### src/rtl/interconnect_arbiter.sv
// ============================================================================
// interconnect_arbiter: round-robin owner arbiter for a shared interconnect bus
// with turnaround gaps, slot pre-emption and registered outputs.
// Revision: 1.0
// ============================================================================
`default_nettype none

module interconnect_arbiter #(
    parameter int         N_REQ       = 4,
    parameter int         SLOT_CYCLES = 1024,
    parameter int         TURN_CYCLES = 2,
    parameter logic [2:0] IDLE_MODE   = 3'b111
) (
    input  logic             clk,
    input  logic             reset_n,
    input  logic [N_REQ-1:0] req,
    output logic [N_REQ-1:0] grant,
    output logic [2:0]       mode_out,
    output logic             bus_oe,
    output logic             preempt
);

    localparam int SLOT_W = $clog2(SLOT_CYCLES + 1);
    localparam int TURN_W = (TURN_CYCLES > 1) ? $clog2(TURN_CYCLES) : 1;
    localparam logic [SLOT_W-1:0] C_SLOT_MAX  = SLOT_W'(SLOT_CYCLES);
    localparam logic [TURN_W-1:0] C_TURN_LAST = TURN_W'(TURN_CYCLES - 1);
    localparam logic [2:0]        C_LAST_RST  = 3'(N_REQ - 1);

    typedef enum logic [1:0] {
        S_IDLE     = 2'd0,
        S_TURN_IN  = 2'd1,
        S_OWN      = 2'd2,
        S_TURN_OUT = 2'd3
    } state_t;

    state_t            r_state;
    logic [N_REQ-1:0]  r_grant;
    logic [2:0]        r_mode;
    logic              r_bus_oe;
    logic              r_preempt;
    logic [2:0]        r_last;
    logic [TURN_W-1:0] r_turn_cnt;
    logic [SLOT_W-1:0] r_slot_cnt;

    state_t            w_state;
    logic [N_REQ-1:0]  w_grant;
    logic [2:0]        w_mode;
    logic              w_bus_oe;
    logic              w_preempt;
    logic [2:0]        w_last;
    logic [TURN_W-1:0] w_turn_cnt;
    logic [SLOT_W-1:0] w_slot_cnt;

    logic [7:0]        w_req_ext;
    logic              w_any_req;
    logic              w_owner_req;
    logic              w_others;
    logic [2:0]        w_win_idx;
    logic [N_REQ-1:0]  w_win_grant;
    logic [SLOT_W-1:0] w_slot_inc;

    // The owner index doubles as last_owner: it is updated on TURN_IN entry.
    assign w_req_ext   = 8'(req);
    assign w_any_req   = |req;
    assign w_owner_req = w_req_ext[r_last];
    assign w_others    = |(req & ~r_grant);
    assign w_slot_inc  = (r_slot_cnt == C_SLOT_MAX) ? C_SLOT_MAX
                                                    : r_slot_cnt + SLOT_W'(1);
    assign w_win_grant = {{(N_REQ-1){1'b0}}, 1'b1} << w_win_idx;

    always_comb begin : arb
        logic [3:0] cand;
        logic       found;
        cand      = 4'd0;
        found     = 1'b0;
        w_win_idx = r_last;
        for (int i = 1; i <= N_REQ; i++) begin
            cand = {1'b0, r_last} + 4'(i);
            if (cand >= 4'(N_REQ)) begin
                cand = cand - 4'(N_REQ);
            end
            if (!found && w_req_ext[cand[2:0]]) begin
                found     = 1'b1;
                w_win_idx = cand[2:0];
            end
        end
    end

    always_comb begin
        w_state    = r_state;
        w_grant    = r_grant;
        w_mode     = r_mode;
        w_bus_oe   = r_bus_oe;
        w_preempt  = 1'b0;
        w_last     = r_last;
        w_turn_cnt = r_turn_cnt;
        w_slot_cnt = r_slot_cnt;
        case (r_state)
            S_IDLE: begin
                if (w_any_req) begin
                    w_state    = S_TURN_IN;
                    w_grant    = w_win_grant;
                    w_mode     = w_win_idx;
                    w_last     = w_win_idx;
                    w_bus_oe   = 1'b0;
                    w_turn_cnt = '0;
                end
            end
            S_TURN_IN: begin
                if (!w_owner_req) begin
                    w_state    = S_TURN_OUT;
                    w_grant    = '0;
                    w_mode     = IDLE_MODE;
                    w_turn_cnt = '0;
                end else if (r_turn_cnt == C_TURN_LAST) begin
                    w_state    = S_OWN;
                    w_bus_oe   = 1'b1;
                    w_slot_cnt = '0;
                end else begin
                    w_turn_cnt = r_turn_cnt + TURN_W'(1);
                end
            end
            S_OWN: begin
                // Release takes priority over pre-emption.
                if (!w_owner_req || (w_slot_inc == C_SLOT_MAX && w_others)) begin
                    w_state    = S_TURN_OUT;
                    w_grant    = '0;
                    w_mode     = IDLE_MODE;
                    w_bus_oe   = 1'b0;
                    w_preempt  = w_owner_req;
                    w_turn_cnt = '0;
                    w_slot_cnt = '0;
                end else begin
                    w_slot_cnt = w_slot_inc;
                end
            end
            S_TURN_OUT: begin
                if (r_turn_cnt == C_TURN_LAST) begin
                    w_state = S_IDLE;
                end else begin
                    w_turn_cnt = r_turn_cnt + TURN_W'(1);
                end
            end
            default: begin
                w_state  = S_IDLE;
                w_grant  = '0;
                w_mode   = IDLE_MODE;
                w_bus_oe = 1'b0;
            end
        endcase
    end

    always_ff @(posedge clk or negedge reset_n) begin
        if (!reset_n) begin
            r_state    <= S_IDLE;
            r_grant    <= '0;
            r_mode     <= IDLE_MODE;
            r_bus_oe   <= 1'b0;
            r_preempt  <= 1'b0;
            r_last     <= C_LAST_RST;
            r_turn_cnt <= '0;
            r_slot_cnt <= '0;
        end else begin
            r_state    <= w_state;
            r_grant    <= w_grant;
            r_mode     <= w_mode;
            r_bus_oe   <= w_bus_oe;
            r_preempt  <= w_preempt;
            r_last     <= w_last;
            r_turn_cnt <= w_turn_cnt;
            r_slot_cnt <= w_slot_cnt;
        end
    end

    assign grant    = r_grant;
    assign mode_out = r_mode;
    assign bus_oe   = r_bus_oe;
    assign preempt  = r_preempt;

endmodule

`default_nettype wire

### config.mk
export PLATFORM = sky130hd
export DESIGN_NAME = interconnect_arbiter
export DESIGN_NICKNAME = d
export VERILOG_FILES = /design/src/rtl/interconnect_arbiter.sv
export SDC_FILE = /design/constraint.sdc
export NUM_CORES = 1
export LEC_CHECK = 0
export BUFFER_PORTS_ARGS = -buffer_cell sky130_fd_sc_hd__buf_2
export CAP_MARGIN = 20
export CELL_PAD_IN_SITES_DETAIL_PLACEMENT = 1
export CELL_PAD_IN_SITES_GLOBAL_PLACEMENT = 1
export CORE_MARGIN = 10
export CORE_UTILIZATION = 46
export CTS_CLUSTER_DIAMETER = 150
export DETAILED_ROUTE_END_ITERATION = 12
export PLACE_DENSITY_LB_ADDON = 0.1
export SYNTH_ARGS = -nofsm -noshare
export SYNTH_HDL_FRONTEND = slang
export SYNTH_SLANG_ARGS = --single-unit
### constraint.sdc
create_clock -name clk -period 3.8 [get_ports clk]
set_input_delay 0.38 -clock clk [delete_from_list [all_inputs] [get_ports clk]]
set_output_delay 0.38 -clock clk [all_outputs]
set_load 0.005 [all_outputs]
-- Word-level counts from Yosys, hierarchy flattened
Index checks and enable logic that the tools add are counted.
Widths: inputs -> output; s select.
- add/subtract/negate cells: 10
- $mul: 0
- div/mod/pow operators: 0
- order comparisons: 9
- equal/unequal tests: 12
- shifts and indexed selects: 1
- multiplexer cells: 50
- bitwise gates (word level): 2
- reductions and logical operators: 20
- operators with widths (kind ; count):
    $mux 11 ; 4
    $mux 3 ; 11
    $eq 11x11->1 const B ; 2
    $pmux 11 s2 ; 1
    $lt 3x4->1 const B ; 5
    $ge 4x3->1 const B ; 4
    $mux 1 ; 16
    $bmux 1 s3 ; 5
    $mux 4 ; 3
    $ne 2x2->1 const B ; 6
    $pmux 4 s3 ; 1
    $sub 3x3->3 const B ; 4
    $add 11x1->11 const B ; 1
    $mux 2 ; 5
    $pmux 3 s3 ; 1
    $add 3x2->4 const B ; 2
    $pmux 2 s4 ; 1
    $reduce_and 4->1 ; 2
    $reduce_or 4->1 ; 2
    $reduce_and 5->1 ; 1
    $add 3x1->4 const B ; 1
    $add 3x3->4 const B ; 1
    $and 4x4->4 ; 1
    $eq 2x2->1 const B ; 2
    other kinds (15) ; 22
- bits in registers: 26
- latch bits: 0
- bits in writable memories: 0
- memory bits (read-only): 0
- output and inout bits: 9
- logic and storage cells: 112
- memories kept: 0

-- Longest topological paths before layout
Gate-level depths: netlist (run 1).
- depth after elaboration: 18
- gate-level depth with buffers: 10

-- Worst setup path after synthesis (run 1)
No wires, ideal clock.
- path type: flip-flop to flip-flop
- start point: reg r_last[1]
- end point: reg r_grant[1], in the netlist grant[1]
- setup time: 0.125 ns
- arrival: 2.632 ns
- required time: 3.675 ns
- setup slack: 1.043 ns
- cell stages (with the launch flop): 11
- path through: dfstp_2 -> clkbuf_1 -> inv_1 -> ha_1 -> clkbuf_1 -> nor3b_1 -> o22ai_1 -> and3_1 -> o311ai_1 -> nor4bb_1 -> mux2_4
- longest elaborated chain between the ends: 18
- elaborated cells on any way between the ends: 47
- RTL lines (what ; RTL line ; text):
    start: declaration ; 41 ; logic [2:0] r_last;
    start signal: assignment ; 169 ; r_last <= w_last;
    $add 3x1->4 ; 78 ; cand = {1'b0, r_last} + 4'(i);
    $ge 4x3->1 / $sub 3x3->3 (equally long branches) ; 79, 80 ;
    $mux 3 ; 79 ; if (cand >= 4'(N_REQ)) begin
    $bmux 1 s3 ; 82 ; if (!found && w_req_ext[cand[2:0]]) begin
    $mux 1 (not written as such) ; 82 ;
    $mux 1 ; 82 ;
    $logic_not 1->1 ; 82 ;
    $logic_and 1x1->1 ; 82 ;
    [2 not listed] ; - ;
    $logic_and 1x1->1 ; 82 ;
    $mux 1 ; 82 ;
    $logic_not 1->1 ; 82 ;
    $logic_and 1x1->1 ; 82 ;
    $mux 3 ; 82 ;
    $shl 1x3->4 ; 69 ; assign w_win_grant = {{(N_REQ-1){1'b0}}, 1'b1} << w_win_idx;
    $mux 4 ; 100 ; if (w_any_req) begin
    $pmux 4 s3 ; 98 ; case (r_state)
    end signal: assignment ; 165 ; r_grant <= w_grant;
    end: declaration ; 37 ; logic [N_REQ-1:0] r_grant;
Parallel ways exist; a longest one is shown, timed or not. The select of a mux whose other input is x is not followed.
A chain may end at the register's enable or synchronous reset.

-- Worst setup path after layout (run 1)
- start point: reg r_last[0]
- end point: reg r_grant[1], in the netlist grant[1]
The elaborated chain is that of the path after synthesis.

==> results of run 1 <==
[metrics by stage]
stage               cell area [um2]  cells  hold WS [ns]   util  setup slack (ns)
floorplan                      2040    231        0.0844      -              1.04
global placement               2090    282         0.416  0.483             0.777
detailed placement             2090    282         0.429  0.483             0.618
CTS                            2160    286         0.128  0.499             0.586
global route                   2160    286         0.147  0.499             0.296
finish                         2160    286         0.107  0.499             0.594
[layer usage]
layer | share of wire | up-vias | wire (um)
li1 | - | 849 | -
met1 | 0.44 | 881 | 2460
met2 | 0.51 | 29 | 2870
met3 | 0.035 | 8 | 196
met4 | 0.013 | 0 | 74
met5 | 0 | - | 0
[where the power goes]
part	total, W	internal [W]	switching [W]
clock	0.000232	0.000141	0.0000915
combinational	0.00102	0.000448	0.000573
sequential	0.000452	0.000361	0.0000912
total	0.00171	0.000950	0.000755
[state kept, by name, indices dropped and copies added, names as in the netlist]
| register | flops |
|---|---|
| mode_out | 3 |
| preempt | 1 |
| r_turn_cnt | 1 |
| r_state | 2 |
| r_slot_cnt | 11 |
| r_last | 3 |
| bus_oe | 1 |
| grant | 4 |
[layout by cell type, fill, tap and decap left out, types with 2 or more instances in the layout]
cell / count
o21bai_1: 2
dfrtp_1: 21
xor2_1: 2
xnor2_1: 2
mux2_4: 5
nor3_1: 3
mux2_2: 4
nor2b_1: 4
nor4_1: 5
o21ai_0: 15
buf_2: 14
nand2b_1: 4
nand3_1: 13
and3_1: 6
a211oi_1: 2
a31oi_1: 8
nor2_1: 12
nand4_1: 5
ha_1: 9
a21boi_0: 2
and2_1: 3
a21oi_1: 10
o22ai_1: 2
clkbuf_8: 3
dfstp_2: 5
o31ai_1: 3
mux2i_1: 7
nand4b_1: 2
nand2_1: 18
nand3b_1: 2
inv_1: 18
a2bb2oi_1: 3
[synth_stat cells, types with 2 or more instances]
| master | instances | area, um2 |
|---|---|---|
| nand4b_1 | 2 | 17.5 |
| clkbuf_1 | 8 | 30.0 |
| o31ai_1 | 3 | 22.5 |
| a31oi_1 | 8 | 50.1 |
| nor2_1 | 12 | 45.0 |
| ha_1 | 9 | 113 |
| and2_1 | 3 | 18.8 |
| nand3_1 | 13 | 65.1 |
| dfrtp_1 | 21 | 526 |
| mux2_2 | 4 | 45.0 |
| xnor2_1 | 2 | 17.5 |
| buf_6 | 3 | 33.8 |
| nand2b_1 | 4 | 25.0 |
| mux2i_1 | 7 | 70.1 |
| nor3_1 | 3 | 15.0 |
| mux2_4 | 5 | 75.1 |
| a2bb2oi_1 | 3 | 26.3 |
| nand3b_1 | 2 | 15.0 |
| nand2_1 | 18 | 67.6 |
| o22ai_1 | 2 | 12.5 |
| buf_2 | 3 | 15.0 |
| and3_1 | 6 | 37.5 |
| inv_1 | 18 | 67.6 |
| nor4_1 | 5 | 31.3 |
| a21oi_1 | 10 | 50.1 |
| nor2b_1 | 4 | 25.0 |
| dfstp_2 | 5 | 131 |
| o21ai_0 | 15 | 75.1 |
| a211oi_1 | 2 | 15.0 |
| xor2_1 | 2 | 17.5 |
| o21bai_1 | 2 | 15.0 |
| nand4_1 | 5 | 31.3 |
| a21boi_0 | 2 | 15.0 |
[worst max-delay path, cell delays in order (launching register included)]
cell,delay (ns)
dfstp_2,0.74
inv_1,0.17
ha_1,0.51
nor3_1,0.08
a21oi_1,0.33
a21oi_1,0.12
o311ai_1,0.72
nor4bb_1,0.13
mux2_4,0.29
[cell families after synthesis]
| family | after synthesis | synth area share |
|---|---|---|
| and+or+nand+nor | 82 | 0.218 |
| DFF | 26 | 0.323 |
| muxes | 17 | 0.104 |
| xor gates and xnor gates | 4 | 0.0172 |
| AOI/OAI and AO/OA | 60 | 0.209 |
| buffers and inverters | 33 | 0.0737 |
| adders and majority gates | 9 | 0.0553 |
[layout make-up]
| class | count | area (um2) |
|---|---|---|
| Sequential cell | 26 | 657 |
| Tap cell | 52 | 65.1 |
| Clock inverter | 1 | 30.0 |
| Fill cell | 523 | 2160 |
| Clock buffer | 3 | 41.3 |
| Multi-Input combinational cell | 172 | 1230 |
| Inverter | 18 | 67.6 |
| Timing Repair Buffer | 14 | 70.1 |
[path summary, 6_finish.rpt]
path	slack, ns	cells after the start	end	from
max	0.59	8	grant[1]	r_last[0]
max reg2reg	0.59	8	grant[1]	r_last[0]
min reg2reg	0.49	2	mode_out[0]	mode_out[0]
max in group asynchronous	3.30	1	grant[0]	reset_n
min in group clk	0.49	2	mode_out[0]	mode_out[0]
min	0.11	1	r_slot_cnt[5]	reset_n
==> impl_metrics.tcl, run 1 <==
set metrics [dict create \
    synth-seq-cells 26 \
    tritoncts "built" \
    grt_setup_unrepaired "no" \
    clock_sinks 26 \
    cts-root-buf "clkbuf_8" \
    status "finished, final reports clean" \
    clk_pin_slew_ns 0.10 \
    synth.yosys.seq_area_share 0.323 \
    grt_pass1_wl_mm 9.37 \
    grt_remaining_overflow 0 \
    p_per_area_nw_per_um2 790 \
    rows 24 \
    crit_arrival_ns 3.37 \
    hold_viol_final 0 \
    critPathMaxFanout 17 \
    p_leak_nw 0.977 \
    fin_crit_sh 0.844 \
    synth_cell_type_count 53 \
    port_buffers 14 \
    synth_edf_count 0 \
    start_util 0.471 \
    place.gp.congestion 0.919 \
    use_met3 0.0281 \
    vias 1767 \
    dieWidth_um 86.5 \
    firstDrtPassIters 4 \
    synth_nets 246 \
    h-tree-depth 1 \
    hold_buffers 0 \
    antennaDiodeCount 0 \
    clk_latency_ns 0.27 \
    startpoint_type "register" \
    crit_type "register to register" \
    use_met1 0.175 \
    post_drt_via_cell_ratio 6.18 \
    clockBufferDepth 2 \
    met2_usage 0.274 \
    maxCapViolCount 0 \
    drt_iter0_markers 27 \
    wirelength_mm 5.60 \
    drive_gt1_frac 0.162 \
    area_growth_pct 6.08 \
    fin_tns_setup_ns 0 \
    fin_worst_skew_ns 0.00834 \
    slew_headroom 0.324 \
    io_pins 15 \
    cp-end-kind "register" \
    grt.busiest_layer "met2" \
    worst_pin_slew_ns 1.01 \
    final_antenna_net_count 0 \
    die_h_um 86.5 \
    yosysWarnings 0 \
    hp-class "primary input to asynchronous set/reset pin" \
    synth_cells 231 \
    fmax_mhz 312 \
    antenna_found_initial 0 \
    cts_resized 0 \
    wire_per_inst_um 19.6 \
    grt_pass1_vias 1876 \
    maxSlewViolCount 0 \
    synth_flop_cell "dfrtp_1" \
    async_flop_share 1.00 \
    power_w 0.00171 \
    core_area_um2 4320 \
    nNetsFinal 250 \
    synth.avg_cell_area_um2 8.81 \
    irDropWorstVdd_mv 0.441 \
    syn_area_um2 2040 \
    post-route-drc-count 0 \
    finalSetupViolCount 0 \
    grtUsageTotal 0.153 \
    die-area_um2 7490 \
    dp_hpwl_mm 4.33 \
    cts_buffers 3 \
    grt_start_max_net_pins 27 \
    cp_data_required_time_ns 3.96 \
    fin_crit_ns 3.21 \
    cts_setup_buffers 0 \
]
Power figures use the tool's default switching activity.
==> inputs of run 2 (changes only) <==
--- a/config.mk
+++ b/config.mk
@@ -5,12 +5,13 @@
 export SDC_FILE = /design/constraint.sdc
 export NUM_CORES = 1
 export LEC_CHECK = 0
+export ABC_AREA = 1
 export BUFFER_PORTS_ARGS = -buffer_cell sky130_fd_sc_hd__buf_2
 export CAP_MARGIN = 20
 export CELL_PAD_IN_SITES_DETAIL_PLACEMENT = 1
 export CELL_PAD_IN_SITES_GLOBAL_PLACEMENT = 1
 export CORE_MARGIN = 10
-export CORE_UTILIZATION = 46
+export CORE_UTILIZATION = 39
 export CTS_CLUSTER_DIAMETER = 150
 export DETAILED_ROUTE_END_ITERATION = 12
 export PLACE_DENSITY_LB_ADDON = 0.1
==> constraint.sdc (replaced) <==
create_clock -name clk -period 2.8 [get_ports clk]
set_input_delay 0.28 -clock clk [delete_from_list [all_inputs] [get_ports clk]]
set_output_delay 0.28 -clock clk [all_outputs]
set_load 0.005 [all_outputs]
==> run 2 against run 1 <==
Critical path depth grew 4. Register-to-register slack lost 0.17 ns. Largest cell class unchanged. Flip-flop and latch count is the same. Fmax grew 35%. Synthesized cell count grew 25%. Clock skew shrank 0.0053 ns. Area after synthesis shrank 1.3%. Final cell count grew 31%.
==> impl_metrics.tcl, run 2 <==
set metrics [dict create \
    pwr-share-comb 0.613 \
    cp_top_family "simple AND/OR/NAND/NOR gates" \
    largest-register "r_slot_cnt" \
    rows 26 \
    post-route-drc-count 0 \
    stdcell_count 374 \
    crit_type "register to register" \
    fin_worst_skew_ns 0.00307 \
    startpoint_type "register" \
    maxCapViolCount 0 \
    p_leak_nw 1.19 \
    synth_cell_type_count 32 \
    crit_arrival_ns 2.60 \
    internal-power_w 0.00117 \
    post_drt_via_cell_ratio 5.02 \
    synth_cells 289 \
    vias 1877 \
    layout_commonest_cell "nand2_1" \
    finalSetupViolCount 0 \
    port_buffers 14 \
    worst-path-buf-inv 3 \
    synth.yosys.seq_area_share 0.327 \
    pwr-share-clk 0.138 \
    largest_reg_flops 11 \
    power_switching_w 0.00123 \
    critPathMaxFanout 10 \
    hp-class "primary input to asynchronous set/reset pin" \
    antenna_found_initial 0 \
    final_antenna_net_count 0 \
    grt_start_max_net_pins 27 \
    synth-seq-cells 26 \
    nNetsFinal 320 \
    yosysWarnings 0 \
    syn_area_um2 2010 \
    seq_power_share 0.250 \
    dieWidth_um 91.8 \
    start_util 0.399 \
    cp-end-kind "register" \
    synth_top_area_frac 0.262 \
    synth_edf_count 0 \
    firstDrtPassIters 4 \
    cts_buffers 3 \
    synth_flop_cell "dfrtp_1" \
    grt_pass1_wl_mm 9.92 \
    yosys-top-cells-count "nand2_1 (90), inv_1 (42), nand3_1 (26)" \
    core_area_um2 5040 \
    antennaDiodeCount 0 \
    crit_slowest_cell "dfstp_2" \
    wirelength_mm 5.64 \
    wire_per_inst_um 15.1 \
    die_h_um 91.8 \
    area_growth_pct 9.71 \
    path_cells "inv_4, ha_1, inv_1, nand3_1, nand3_2, nand3_1, inv_1, nand2_1, nand2_1, nor3b_1, nand3_1, nand2_1" \
    cts_setup_buffers 0 \
    cts_resized 0 \
    fin_crit_ns 2.37 \
    io_pins 15 \
    post-place-cells 370 \
    h-tree-depth 1 \
    mostFrequentLayoutCells "nand2_1 (90), inv_1 (42), nand3_1 (26), dfrtp_1 (21)" \
    hold_viol_final 0 \
    dp_hpwl_mm 4.42 \
    slowest_delay_ns 0.66 \
    ys_top_cells_by_area "dfrtp_1 (26%), nand2_1 (17%), inv_1 (7.8%)" \
    async_flop_share 1.00 \
    tritoncts "built" \
    grt_pass1_vias 2058 \
    clockBufferDepth 2 \
    synth.avg_cell_area_um2 6.95 \
    grtUsageTotal 0.141 \
    drt_iter0_markers 37 \
    irDropWorstVdd_mv 0.532 \
    clock_sinks 26 \
    yosysTopAreaCell "dfrtp_1" \
    cp_data_required_time_ns 3.03 \
    cts-root-buf "clkbuf_8" \
    maxSlewViolCount 0 \
    fin_crit_sh 0.847 \
    slew_headroom 0.574 \
    place.gp.congestion 0.881 \
    grt_setup_unrepaired "no" \
    drive_gt1_frac 0.135 \
    worst_pin_slew_ns 0.639 \
    p_per_area_nw_per_um2 1090 \
    hold_buffers 0 \
    clk_latency_ns 0.28 \
    clk_pin_slew_ns 0.10 \
    fin_tns_setup_ns 0 \
    fmax_mhz 421 \
    grt_remaining_overflow 0 \
    status "finished, final reports clean" \
    synth_most_common_cell "nand2_1" \
    die-area_um2 8420 \
    swShare 0.511 \
    synth_nets 304 \
]
==> run 2: cell count changes in the layout (fill, tap and decap cells not counted), sizes merged, moves of 5 or more <==
cell,change
and3,-6
nand2,+75
nor2,+12
mux2i,-7
nand3,+17
nand4,+9
inv,+26
a21oi,-5
a31oi,-8
o21ai,+6
mux2,-9
==> run 2: area by class of cell <==
| type | instances | area [um2] |
|---|---|---|
| clock buffers | 3 | 41.3 |
| clock inverters | 1 | 30.0 |
| fillers | 681 | 2840 |
| inverters | 46 | 175 |
| multi-input cells | 214 | 1140 |
| flip-flops and latches | 26 | 657 |
| well taps | 70 | 87.6 |
| repair buffers | 14 | 70.1 |
==> run 2: logic make-up after synthesis <==
family / Yosys count / synth area share
AOI/OAI and AO/OA: 35 / 0.109
adders and majority gates: 9 / 0.0560
DFF: 26 / 0.327
xor gates and xnor gates: 4 / 0.0174
and+or+nand+nor: 166 / 0.387
buffers and inverters: 49 / 0.104
==> run 2: stage by stage <==
step	power [W]	setup slack [ns]	util	cell area (um2)	hold WS (ns)
3_5_place_dp	0.00210	0.469	0.423	2130	0.342
5_1_grt	0.00267	0.150	0.437	2200	0.0611
4_1_cts	0.00244	0.441	0.437	2200	0.0290
6_report	0.00240	0.427	0.437	2200	0.00602
2_1_floorplan	0.00176	0.711	-	2010	-0.0156
3_3_place_gp	0.00207	0.561	0.423	2130	0.340
==> run 2: final timing paths <==
| kind | start | depth (start not counted) | slack, ns | to |
|---|---|---|---|---|
| max in group asynchronous | reset_n | 1 | 2.37 | r_state[0] |
| min in group clk | mode_out[2] | 2 | 0.47 | mode_out[2] |
| min | reset_n | 1 | 0.006 | r_slot_cnt[9] |
| max | r_last[0] | 12 | 0.43 | grant[2] |
| max reg2reg | r_last[0] | 12 | 0.43 | grant[2] |
| min reg2reg | mode_out[2] | 2 | 0.47 | mode_out[2] |
==> run 2: routing by layer <==
layer	up-vias	GRT usage	wire (um)
met3	5	0.0220	131
met1	887	0.168	2610
met2	20	0.259	2850
li1	965	-	-
met4	0	0.0308	46
met5	-	0	0
==> run 2: power groups by stage <==
stage               registers [W]  clock network, W  logic (W)
detailed placement       0.000605                 0    0.00150
global route             0.000614          0.000343    0.00172
global placement         0.000602                 0    0.00147
floorplan                0.000574                 0    0.00119
finish                   0.000598          0.000329    0.00147
CTS                      0.000598          0.000338    0.00150
==> inputs of run 3 (changes only) <==
--- a/config.mk
+++ b/config.mk
@@ -11,7 +11,7 @@
 export CELL_PAD_IN_SITES_DETAIL_PLACEMENT = 1
 export CELL_PAD_IN_SITES_GLOBAL_PLACEMENT = 1
 export CORE_MARGIN = 10
-export CORE_UTILIZATION = 39
+export CORE_UTILIZATION = 43
 export CTS_CLUSTER_DIAMETER = 150
 export DETAILED_ROUTE_END_ITERATION = 12
 export PLACE_DENSITY_LB_ADDON = 0.1
==> constraint.sdc (replaced) <==
create_clock -name clk -period 2.3 [get_ports clk]
set_input_delay 0.23 -clock clk [delete_from_list [all_inputs] [get_ports clk]]
set_output_delay 0.23 -clock clk [all_outputs]
set_load 0.005 [all_outputs]
==> run 3 against run 2 <==
Clock skew rose by 0.0054 ns. Setup slack got worse by 0.28 ns. Wire length rose by 0.55%. Critical endpoint is now r_slot_cnt[5]. Largest cell class unchanged. Largest power group unchanged.
==> impl_metrics.tcl, run 3 (synthesis results as in run 2) <==
set metrics [dict create \
    cp-end-kind "register" \
    grt_pass1_vias 2017 \
    largest-register "r_slot_cnt" \
    path_cells "buf_4, nand2_1, nand2_1, nor2_1, a211oi_4, a21oi_4, nor2_8, buf_12, nand4_1, o21ai_0" \
    grtUsageTotal 0.148 \
    dieWidth_um 88.4 \
    cts-root-buf "clkbuf_8" \
    multi_input_area_um2 1170 \
    vias 1939 \
    drt_iter0_markers 38 \
    post-place-ws_ns 0.0328 \
    startpoint_type "register" \
    p_per_area_nw_per_um2 1400 \
    firstDrtPassIters 4 \
    start_util 0.452 \
    grt_start_max_net_pins 27 \
    post_drt_via_cell_ratio 5.25 \
    crit_arrival_ns 2.37 \
    rows 24 \
    die_h_um 88.4 \
    top_layer "met4" \
    fill_cells 596 \
    wl_met2_mm 2.84 \
    die-area_um2 7810 \
    post-route-util 0.522 \
    core_area_um2 4440 \
    grt_remaining_overflow 0 \
    io_pins 15 \
    clockBufferDepth 2 \
    place.gp.congestion 0.891 \
    fin_worst_skew_ns 0.00850 \
    post-route-drc-count 0 \
    crit_end "r_slot_cnt[5]" \
    startpoint "r_last[0]" \
    status "finished, final reports clean" \
    post-place-cells 357 \
    fmax_mhz 464 \
    critPathMaxFanout 10 \
    antenna_found_initial 0 \
    maxCapViolCount 0 \
    irDropWorstVdd_mv 0.685 \
    whs_path_depth 2 \
    nNetsFinal 333 \
    final_antenna_net_count 0 \
    layout_commonest_cell "nand2_1" \
    tritoncts "built" \
    clk_pin_slew_ns 0.11 \
    cp_top_family "compound AO/OA/AOI/OAI gates" \
    slew_headroom 0.579 \
    crit_slowest_cell "dfstp_2" \
    power_switching_w 0.00160 \
    wl_met3_um 79 \
    wl_met1_mm 2.72 \
    r2r_slack_ns 0.14 \
    hold_viol_final 0 \
    clock_sinks 26 \
    h-tree-depth 1 \
    antennaDiodeCount 0 \
    worst-path-stages 10 \
    cts_buffers 3 \
    clk_latency_ns 0.28 \
    r2r_end "r_slot_cnt[5]" \
    fin_crit_sh 0.938 \
    largest_reg_flops 11 \
    dp_hpwl_mm 4.27 \
    internal-power_w 0.00164 \
    fin_ws_ns 0.143 \
    final-seq-area_um2 657 \
    stdcell_count 369 \
    wire_per_inst_um 15.4 \
    r2r_start "r_last[0]" \
    area_growth_pct 15.4 \
    swShare 0.494 \
    drive_gt1_frac 0.177 \
    cp_data_required_time_ns 2.52 \
    fin_crit_ns 2.16 \
    mostFrequentLayoutCells "nand2_1 (89), inv_1 (42), nand3_1 (25), dfrtp_1 (21), nor2_1 (20)" \
    pwr-share-comb 0.660 \
    seq_power_share 0.214 \
    whs_ns 0.470 \
    fin_tns_setup_ns 0 \
    port_buffers 14 \
    wirelength_mm 5.67 \
    worst_pin_slew_ns 0.631 \
    cp_common_cell "nand2_1" \
    crit_type "register to register" \
    worst-path-buf-inv 2 \
    grt_pass1_wl_mm 9.32 \
    maxSlewViolCount 0 \
    hp-class "register to register" \
    slowest_delay_ns 0.59 \
    pwr-share-clk 0.126 \
    reg2regPathDepth 10 \
    p_leak_nw 1.26 \
    finalSetupViolCount 0 \
]
[run 3: worst reg2reg max path, delay by kind of cell (launching register included)]
family                 cells  cell delay, ns
AO/OA/AOI/OAI              3            0.66
flip-flops                 1            0.59
AND/OR/NAND/NOR            5            0.53
buffers and inverters      2            0.31
[run 3: worst min-delay path by stage]
stage                            from             to  slack [ns]
after floorplan               reset_n         bus_oe       -0.07
after detailed placement      reset_n  r_slot_cnt[7]        0.30
after global placement        reset_n  r_slot_cnt[9]        0.28
after global routing      mode_out[2]    mode_out[2]        0.51
after CTS                 mode_out[0]    mode_out[0]        0.48
final                     mode_out[0]    mode_out[0]        0.47
[run 3: cell type report]
cell class	instances	share of cell area
repair buffers	27	0.0787
clock buffers	3	0.0178
inverters	46	0.0755
flip-flops and latches	26	0.283
clock inverters	1	0.0129
well taps	52	0.0280
multi-input cells	214	0.504
[run 3: power by group through the flow]
| stage | clock network (W) | logic (W) | registers (W) |
|---|---|---|---|
| 6_report | 0.000410 | 0.00214 | 0.000694 |
| 5_1_grt | 0.000424 | 0.00243 | 0.000709 |
| 4_1_cts | 0.000410 | 0.00191 | 0.000697 |
| 3_5_place_dp | 0 | 0.00189 | 0.000705 |
| 3_3_place_gp | 0 | 0.00186 | 0.000698 |
| 2_1_floorplan | 0 | 0.00145 | 0.000698 |
[run 3: metal layers]
layer  up-vias  global-route usage
met5         -                   0
met4         0              0.0338
li1        992                   -
met3         4              0.0184
met2        20               0.263
met1       923               0.185
[run 3: timing repair]
| item | in CTS | in global routing |
|---|---|---|
| hold endpoints to repair | 21 | 0 |
| hold buffers | 1 | 0 |
| setup buffers | 0 | 7 |
| endpoints found under the setup margin | 0 | 16 |
| resized for setup | 0 | 6 |
[run 3: through the flow]
| step | area (um2) | total power [W] |
|---|---|---|
| after floorplan | 2010 | 0.00215 |
| after global placement | 2150 | 0.00256 |
| after detailed placement | 2150 | 0.00260 |
| after CTS | 2230 | 0.00302 |
| after global routing | 2320 | 0.00356 |
| final | 2320 | 0.00324 |
